**config.mk**
```make
export PLATFORM = sky130hd
export DESIGN_NAME = trunk_access_sequencer
export DESIGN_NICKNAME = d
export VERILOG_FILES = /design/src/rtl/trunk_access_sequencer_pkg.sv /design/src/rtl/trunk_access_sequencer.sv
export SDC_FILE = /design/constraint.sdc
export NUM_CORES = 1
export LEC_CHECK = 0
export ABC_AREA = 1
export BUFFER_PORTS_ARGS = -buffer_cell sky130_fd_sc_hd__buf_2
export CORE_MARGIN = 10
export CORE_UTILIZATION = 27
export DETAILED_ROUTE_END_ITERATION = 10
export GPL_TIMING_DRIVEN = 0
export SKIP_CTS_REPAIR_TIMING = 1
export SYNTH_ARGS = -nofsm -noshare
export SYNTH_HDL_FRONTEND = slang
export SYNTH_SLANG_ARGS = --single-unit
```
**constraint.sdc**
```tcl
create_clock -name wb_clk_i -period 90.1 [get_ports wb_clk_i]
set_input_delay 4.505 -clock wb_clk_i [delete_from_list [all_inputs] [get_ports wb_clk_i]]
set_output_delay 4.505 -clock wb_clk_i [all_outputs]
set_load 0.02 [all_outputs]
```
**src/rtl/trunk_access_sequencer_pkg.sv**
```systemverilog
// trunk_access_sequencer_pkg: state encodings, select modes and line counts shared by the sequencer and its bench
package trunk_access_sequencer_pkg;
    typedef enum logic [2:0] {
        IDLE   = 3'd0,
        SETUP  = 3'd1,
        ACTIVE = 3'd2,
        GAP    = 3'd3,
        DONE   = 3'd4
    } state_t;
    localparam logic MODE_WORD  = 1'b1;
    localparam logic MODE_LANE  = 1'b0;
    localparam int   LINES_WORD = 32;
    localparam int   LINES_LANE = 8;
endpackage

```
**src/rtl/trunk_access_sequencer.sv**
```systemverilog
// trunk_access_sequencer: accepts one burst (req_valid/req_ready, req_mode, req_start, req_len, abort) and strobes trunk_enable over consecutive trunk_sel lines, reporting busy/done; all outputs registered
module trunk_access_sequencer
    import trunk_access_sequencer_pkg::*;
#(
    parameter int PULSE_CYC = 2,
    parameter int GAP_CYC   = 1
) (
    input  logic       wb_clk_i,
    input  logic       wb_rst_i,
    input  logic       req_valid,
    output logic       req_ready,
    input  logic       req_mode,
    input  logic [4:0] req_start,
    input  logic [5:0] req_len,
    input  logic       abort,
    output logic [4:0] trunk_sel,
    output logic       trunk_byte_mode,
    output logic       trunk_enable,
    output logic       busy,
    output logic       done
);
    localparam logic [3:0] PULSE_LAST = 4'(PULSE_CYC - 1);
    localparam logic [3:0] GAP_LAST   = 4'(GAP_CYC - 1);

    state_t     state, state_n;
    logic [4:0] sel_n;
    logic       mode_n;
    logic [5:0] rem, rem_n;
    logic [3:0] phase, phase_n;

    function automatic logic [4:0] next_sel(input logic [4:0] s, input logic m);
        return 5'((int'(s) + 1) % (m == MODE_WORD ? LINES_WORD : LINES_LANE));
    endfunction

    always_comb begin
        state_n = state;
        sel_n   = trunk_sel;
        mode_n  = trunk_byte_mode;
        rem_n   = rem;
        phase_n = phase;
        case (state)
            IDLE: if (req_valid) begin
                mode_n  = req_mode;
                sel_n   = req_mode == MODE_LANE ? {2'b00, req_start[2:0]} : req_start;
                rem_n   = req_len;
                state_n = req_len == 6'd0 ? DONE : SETUP;
            end
            SETUP: begin
                state_n = abort ? DONE : ACTIVE;
                phase_n = PULSE_LAST;
            end
            ACTIVE: if (abort) state_n = DONE;
            else if (phase != 4'd0) phase_n = phase - 4'd1;
            else if (rem > 6'd1) begin
                state_n = GAP;
                rem_n   = rem - 6'd1;
                sel_n   = next_sel(trunk_sel, trunk_byte_mode);
                phase_n = GAP_LAST;
            end
            else state_n = DONE;
            GAP: if (abort) state_n = DONE;
            else if (phase != 4'd0) phase_n = phase - 4'd1;
            else begin
                state_n = ACTIVE;
                phase_n = PULSE_LAST;
            end
            default: state_n = IDLE;
        endcase
    end

    always_ff @(posedge wb_clk_i) begin
        if (wb_rst_i) begin
            state           <= IDLE;
            trunk_sel       <= 5'd0;
            trunk_byte_mode <= 1'b0;
            rem             <= 6'd0;
            phase           <= 4'd0;
            trunk_enable    <= 1'b0;
            busy            <= 1'b0;
            done            <= 1'b0;
            req_ready       <= 1'b1;
        end else begin
            state           <= state_n;
            trunk_sel       <= sel_n;
            trunk_byte_mode <= mode_n;
            rem             <= rem_n;
            phase           <= phase_n;
            trunk_enable    <= state_n == ACTIVE;
            busy            <= state_n != IDLE;
            done            <= state_n == DONE;
            req_ready       <= state_n == IDLE;
        end
    end
endmodule

```
======== After elaboration in Yosys (flattened, before gate mapping) ========
Cells that the tools add are included.
operators by class
  $add $sub $neg .......................... 3
  multiplexer cells ....................... 27
  order comparisons ....................... 1
  div/mod/pow operators ................... 1
  eq/ne operators ......................... 11
  reduce and logical (&&, ||, !) cells .... 10
operators by type and width
  cell                                                                             count
  32-bit by 32-bit remainder unit with 32-bit output                               1
  6-bit 2-to-1 mux                                                                 5
  5-bit 2-to-1 mux                                                                 5
  3-bit 2-to-1 mux                                                                 8
  4-bit 2-to-1 mux                                                                 5
  3-bit case mux with 4 select lines                                               1
  4-bit case mux with 3 select lines                                               1
  6-bit case mux with 2 select lines                                               1
  2-bit inequality test, second input constant                                     5
  5-bit case mux with 2 select lines                                               1
  3-bit by 2-bit == test with 1-bit output, second input constant                  3
  5-bit by 1-bit adder with 6-bit output, second input constant                    1
  6-bit by 1-bit greater-than comparator with 1-bit output, second input constant  1
  3-bit zero test                                                                  2
  6-bit zero test                                                                  1
  3-bit nonzero test                                                               2
  6-bit by 1-bit subtractor with 6-bit output, second input constant               1
  5-bit AND reduction                                                              1
  4-bit AND reduction                                                              1
  4-bit nonzero test                                                               1
  4-bit by 1-bit subtractor with 4-bit output, second input constant               1
  3-bit by 1-bit == test with 1-bit output, second input constant                  1
  3-bit == test, second input constant                                             1
  3-bit inequality test, second input constant                                     1
  2 further kinds                                                                  2
word-level totals
  word-level logic and storage cells ...... 62
  output and inout port bits .............. 10
  bits of input ports ..................... 16
  bits in registers ....................... 23

======== Logic depth before layout (Yosys ltp) ========
  depth in word-level cells ............... 6
  depth in mapped cells ................... 265
  depth with buffers taken out ............ 244

======== Worst setup path before layout ========
Ideal clock, no wire load.
  kind .................................... register to register
  start point ............................. reg trunk_byte_mode
  end point ............................... reg trunk_sel[4]
  cell stages (with the launch flop) ...... 256
  data required time ...................... 89.978 ns
  arrival time ............................ 34.649 ns
  clock period less this slack ............ 34.771 ns
  setup time .............................. 0.122 ns
  path slack .............................. 55.329 ns
  buffers on the path ..................... 24
  cell sequence ........................... dfxtp_1 > inv_2 > ha_1 > nand3_1 > nand3_1 > o21ai_0 > inv_1 > ha_1 > nand3_1 > nand4_1 > nand3_1 > nand2_1 > ha_1 > nand2_1 > nand3_2 > nand2_1 > xor2_1 > ha_1 > (+220 left out) > nand3_4 > nor2_8 > nand2_4 > buf_4 > nand2_1 > xor2_1 > inv_1 > ha_1 > nand3_1 > nand2_1 > nor2_1 > nand2_1 > nor2_1 > nand2_1 > nand2_1 > nand2_1 > nand2_1 > a21oi_2
between the ends
  longest elaborated chain between the ends .. 6
ends and longest elaborated chain
  what                                                RTL line                      source
  start, declared                                     trunk_access_sequencer.sv:17  output logic trunk_byte_mode,
  start signal, assigned                              trunk_access_sequencer.sv:85  trunk_byte_mode <= mode_n;
  6-bit 2-to-1 mux                                    trunk_access_sequencer.sv:32  return 5'((int'(s) + 1) % (m == MODE_WORD ? LINES_WORD : LINES_LANE));
  32-bit by 32-bit remainder unit with 32-bit output  trunk_access_sequencer.sv:32
  5-bit 2-to-1 mux                                    trunk_access_sequencer.sv:54  else if (rem > 6'd1) begin
  5-bit 2-to-1 mux                                    trunk_access_sequencer.sv:53  else if (phase != 4'd0) phase_n = phase - 4'd1;
  5-bit 2-to-1 mux                                    trunk_access_sequencer.sv:52  ACTIVE: if (abort) state_n = DONE;
  5-bit case mux with 2 select lines                  trunk_access_sequencer.sv:41  case (state)
  end signal, assigned                                trunk_access_sequencer.sv:84  trunk_sel <= sel_n;
  end, declared                                       trunk_access_sequencer.sv:16  output logic [4:0] trunk_sel,
No other way between the ends. The select of a mux whose other input is x is not followed.
A chain may end at the register's enable or synchronous reset.

======== Worst setup path after layout ========
Same ends and word-level chain as after synthesis.

==> flow_summary_export.csv <==
group,metric,value,unit
run_status,status,"finished clean",
hold_path,min-delay-start,"phase[1]$_SDFFE_PP0P_",
clocking,path_clk_slew,70,ps
sta,grt_setup_unrepaired,"no",
detailed_routing,firstDrtPassIters,6,
detailed_routing,viasPerCell,4.77,
final_layout,final_layout_size_suffix_gt1_share,17.6,%
synth,synth_ff_type,"dfxtp_1",
floorplanning,die-width,296,um
final_layout,final_cells,4860,
global_routing,grt_pass1_wl,104000,um
synth,synth_top_cell_area_share,20.6,%
sta,fin_setup_tns,0,ps
hold_path,min_path_type,"register to register",
hold_path,hold_depth,2,
sta,drv_slew,0,
floorplanning,die_area,0.0874,mm2
worst_setup_path,crit_type,"register to register",
run,drv_cap,0,
synth,yosys-top-cells-area,"nand2_1 21%, nand3_1 11%, inv_1 10%",
sta,max_slew_margin,30.5,%
synth,yosysUniqueCellTypes,61,
clocking,cts_root_buffer,"clkbuf_16",
placed_design,io_buffers,24,
worst_setup_path,cpMostUsedCell,"nand2_1",
synth,async_reset_ff_share,0,%
floorplanning,start_util,27.4,%
sta,worst_pin_slew,1040,ps
synth,synth-edff-count,0,
synth,ys_seq_area_share,2.25,%
hold_path,min_to,"phase[1]$_SDFFE_PP0P_",
detailed_routing,drt_iter0_drc,1546,
placed_design,routabilityCongestion,0.930,
global_routing,grt_overflow_total,0,
floorplanning,io_pins,26,
synth,synth.avg_cell_area,5.35,um2
global_routing,grt_pass1_vias,21100,
synth,synth_common_cells,"1128 x nand2_1, 546 x inv_1, 489 x nor2_1",
worst_setup_path,crit_arrival,40620,ps
floorplanning,num_rows,100,
worst_setup_path,required,90270,ps
sta,skew,3.99,ps
clocking,htreeDepth,1,
worst_setup_path,crit_path_max_fanout,29,
clocking,cts_buffers,3,
sta,hold_viol,0,
worst_setup_path,cpMaxStageDelayCell,"dfxtp_2",
sta,period_needed,40450,ps
placed_design,dp_hpwl,54000,um
final_layout,area_growth,7.49,%
detailed_routing,dr_total_vias,23200,
detailed_routing,final_antenna_net_count,0,
clocking,cts.sinks,23,
worst_setup_path,reg2reg_from,"trunk_byte_mode$_SDFFE_PP0P_",
clocking,clockBufferDepth,2,
sta,fmax,24.7,MHz
sta,min_period_over_period,44.9,%
worst_setup_path,ff2ff_setup_slack,49650,ps
worst_setup_path,worst_r2r_path_depth,254,
synth,synth_warnings,0,
floorplanning,fp.dieH,296,um
synth,syn_inst,3835,
synth,syn_area,0.0205,mm2
worst_setup_path,critPathLaunchType,"register",
synth,synth_most_common_cell,"nand2_1",
synth,synth_top_area_cell,"nand2_1",
worst_setup_path,rr_endpoint,"trunk_sel[4]$_SDFFE_PP0P_",
detailed_routing,wl,62800,um
global_routing,grt_max_degree,30,
final_layout,final_nets,3966,
floorplanning,core-area,0.0748,mm2
sta,setup_viol,0,
clocking,cts_tree,"done",
detailed_routing,drc_errors,0,
synth,ys_seq_elements,23,
worst_setup_path,slowest_delay,510,ps
global_routing,grt_usage,14.1,%
clocking,clk_latency,280,ps
detailed_routing,wire_per_inst,12.9,um
placed_design,placedCellCount,4854,
global_routing,antenna_found_initial,7,
worst_setup_path,cp-end-kind,"register",
[worst max-delay path by stage]
stage | from | cells past startpoint | endpoint | slack (ps)
4_1_cts | trunk_byte_mode$_SDFFE_PP0P_ | 256 | trunk_sel[4]$_SDFFE_PP0P_ | 49590
2_1_floorplan | trunk_byte_mode$_SDFFE_PP0P_ | 255 | trunk_sel[4]$_SDFFE_PP0P_ | 55330
5_1_grt | trunk_byte_mode$_SDFFE_PP0P_ | 257 | trunk_sel[4]$_SDFFE_PP0P_ | 45970
6_report | trunk_byte_mode$_SDFFE_PP0P_ | 254 | trunk_sel[4]$_SDFFE_PP0P_ | 49650
3_5_place_dp | trunk_byte_mode$_SDFFE_PP0P_ | 256 | trunk_sel[4]$_SDFFE_PP0P_ | 49730
3_3_place_gp | trunk_byte_mode$_SDFFE_PP0P_ | 257 | trunk_sel[4]$_SDFFE_PP0P_ | 48280
[layout by cell type, fill, tap and decap left out, types with 4 or more instances in the layout]
cell       count
clkbuf_16      4
buf_12         4
nand3_2      111
o21ai_0       70
nand3_4       32
nor2_2        83
ha_1          60
clkinv_2       4
o21ai_1       30
nor2_4        52
nor3_1        28
inv_1        546
dfxtp_1       22
o21bai_2       7
buf_4          5
nor2_8        10
o211ai_1       8
nand2_2      160
nand2_4       59
xor2_1        48
a31oi_1        8
nand2_1     1128
nand4_1      148
clkinv_1      25
buf_8         17
conb_1        26
nand4_2        7
a21oi_2        9
buf_2         25
inv_2         58
a21oi_1       41
buf_6         13
nor2_1       489
xnor2_1       16
o21bai_1      12
a211oi_1       5
nand3_1      441
o21ai_4        4
nand3b_1      35
[state kept, by name, indices dropped and copies added (netlist names)]
signal and flops:
busy 1, done 1, phase 4, rem 6, req_ready 1, state 3
trunk_byte_mode 1, trunk_enable 1, trunk_sel 5
[logic make-up after synthesis]
family | after synthesis | share of synthesized area [%]
AO/OA/AOI/OAI | 205 | 6.27
XOR/XNOR | 64 | 2.73
adder cells (fa/ha/maj) | 60 | 3.66
AND/OR/NAND/NOR | 2800 | 70.6
buffers and inverters | 682 | 14.5
flip-flops | 23 | 2.25
other | 1 | 0.0183
[critical path: cells and delay by family (launching register included)]
| kind | cells | cell delay, ps |
|---|---|---|
| AO/OA/AOI/OAI | 10 | 1720 |
| XOR/XNOR | 20 | 3810 |
| adder cells (fa/ha/maj) | 27 | 9380 |
| buffers and inverters | 59 | 7550 |
| flip-flops | 1 | 510 |
| AND/OR/NAND/NOR | 138 | 17170 |
[through the flow]
stage | worst slack, ps | hold slack (ps) | utilization [%] | cell area, um2
floorplan | 55330 | 463 | - | 20600
global placement | 48280 | 488 | 29.3 | 21900
detailed placement | 49730 | 491 | 29.3 | 22000
CTS | 49590 | 503 | 29.5 | 22000
global route | 45970 | 528 | 29.5 | 22000
finish | 49650 | 501 | 29.5 | 22000
[layer usage]
layer | global-route usage, % | up-vias | wire (um)
met2 | 23.7 | 470 | 28100
met4 | 2.09 | 10 | 997
met3 | 1.84 | 67 | 2980
met5 | 0 | - | 63
met1 | 19.2 | 10300 | 30700
li1 | - | 12300 | -
[layout make-up]
class / instances / area, um2
Fill cell: 8597 / 52800
Multi-Input combinational cell: 3155 / 17200
Inverter: 640 / 2430
Tap cell: 969 / 1210
Buffer: 42 / 537
Sequential cell: 23 / 462
Timing Repair Buffer: 25 / 140
Clock buffer: 3 / 75.1
Clock inverter: 1 / 7.51
Antenna cell: 2 / 5.00
Power is not shown: default switching activity piles up to over one toggle a cycle in this logic, so the estimate is an artifact.
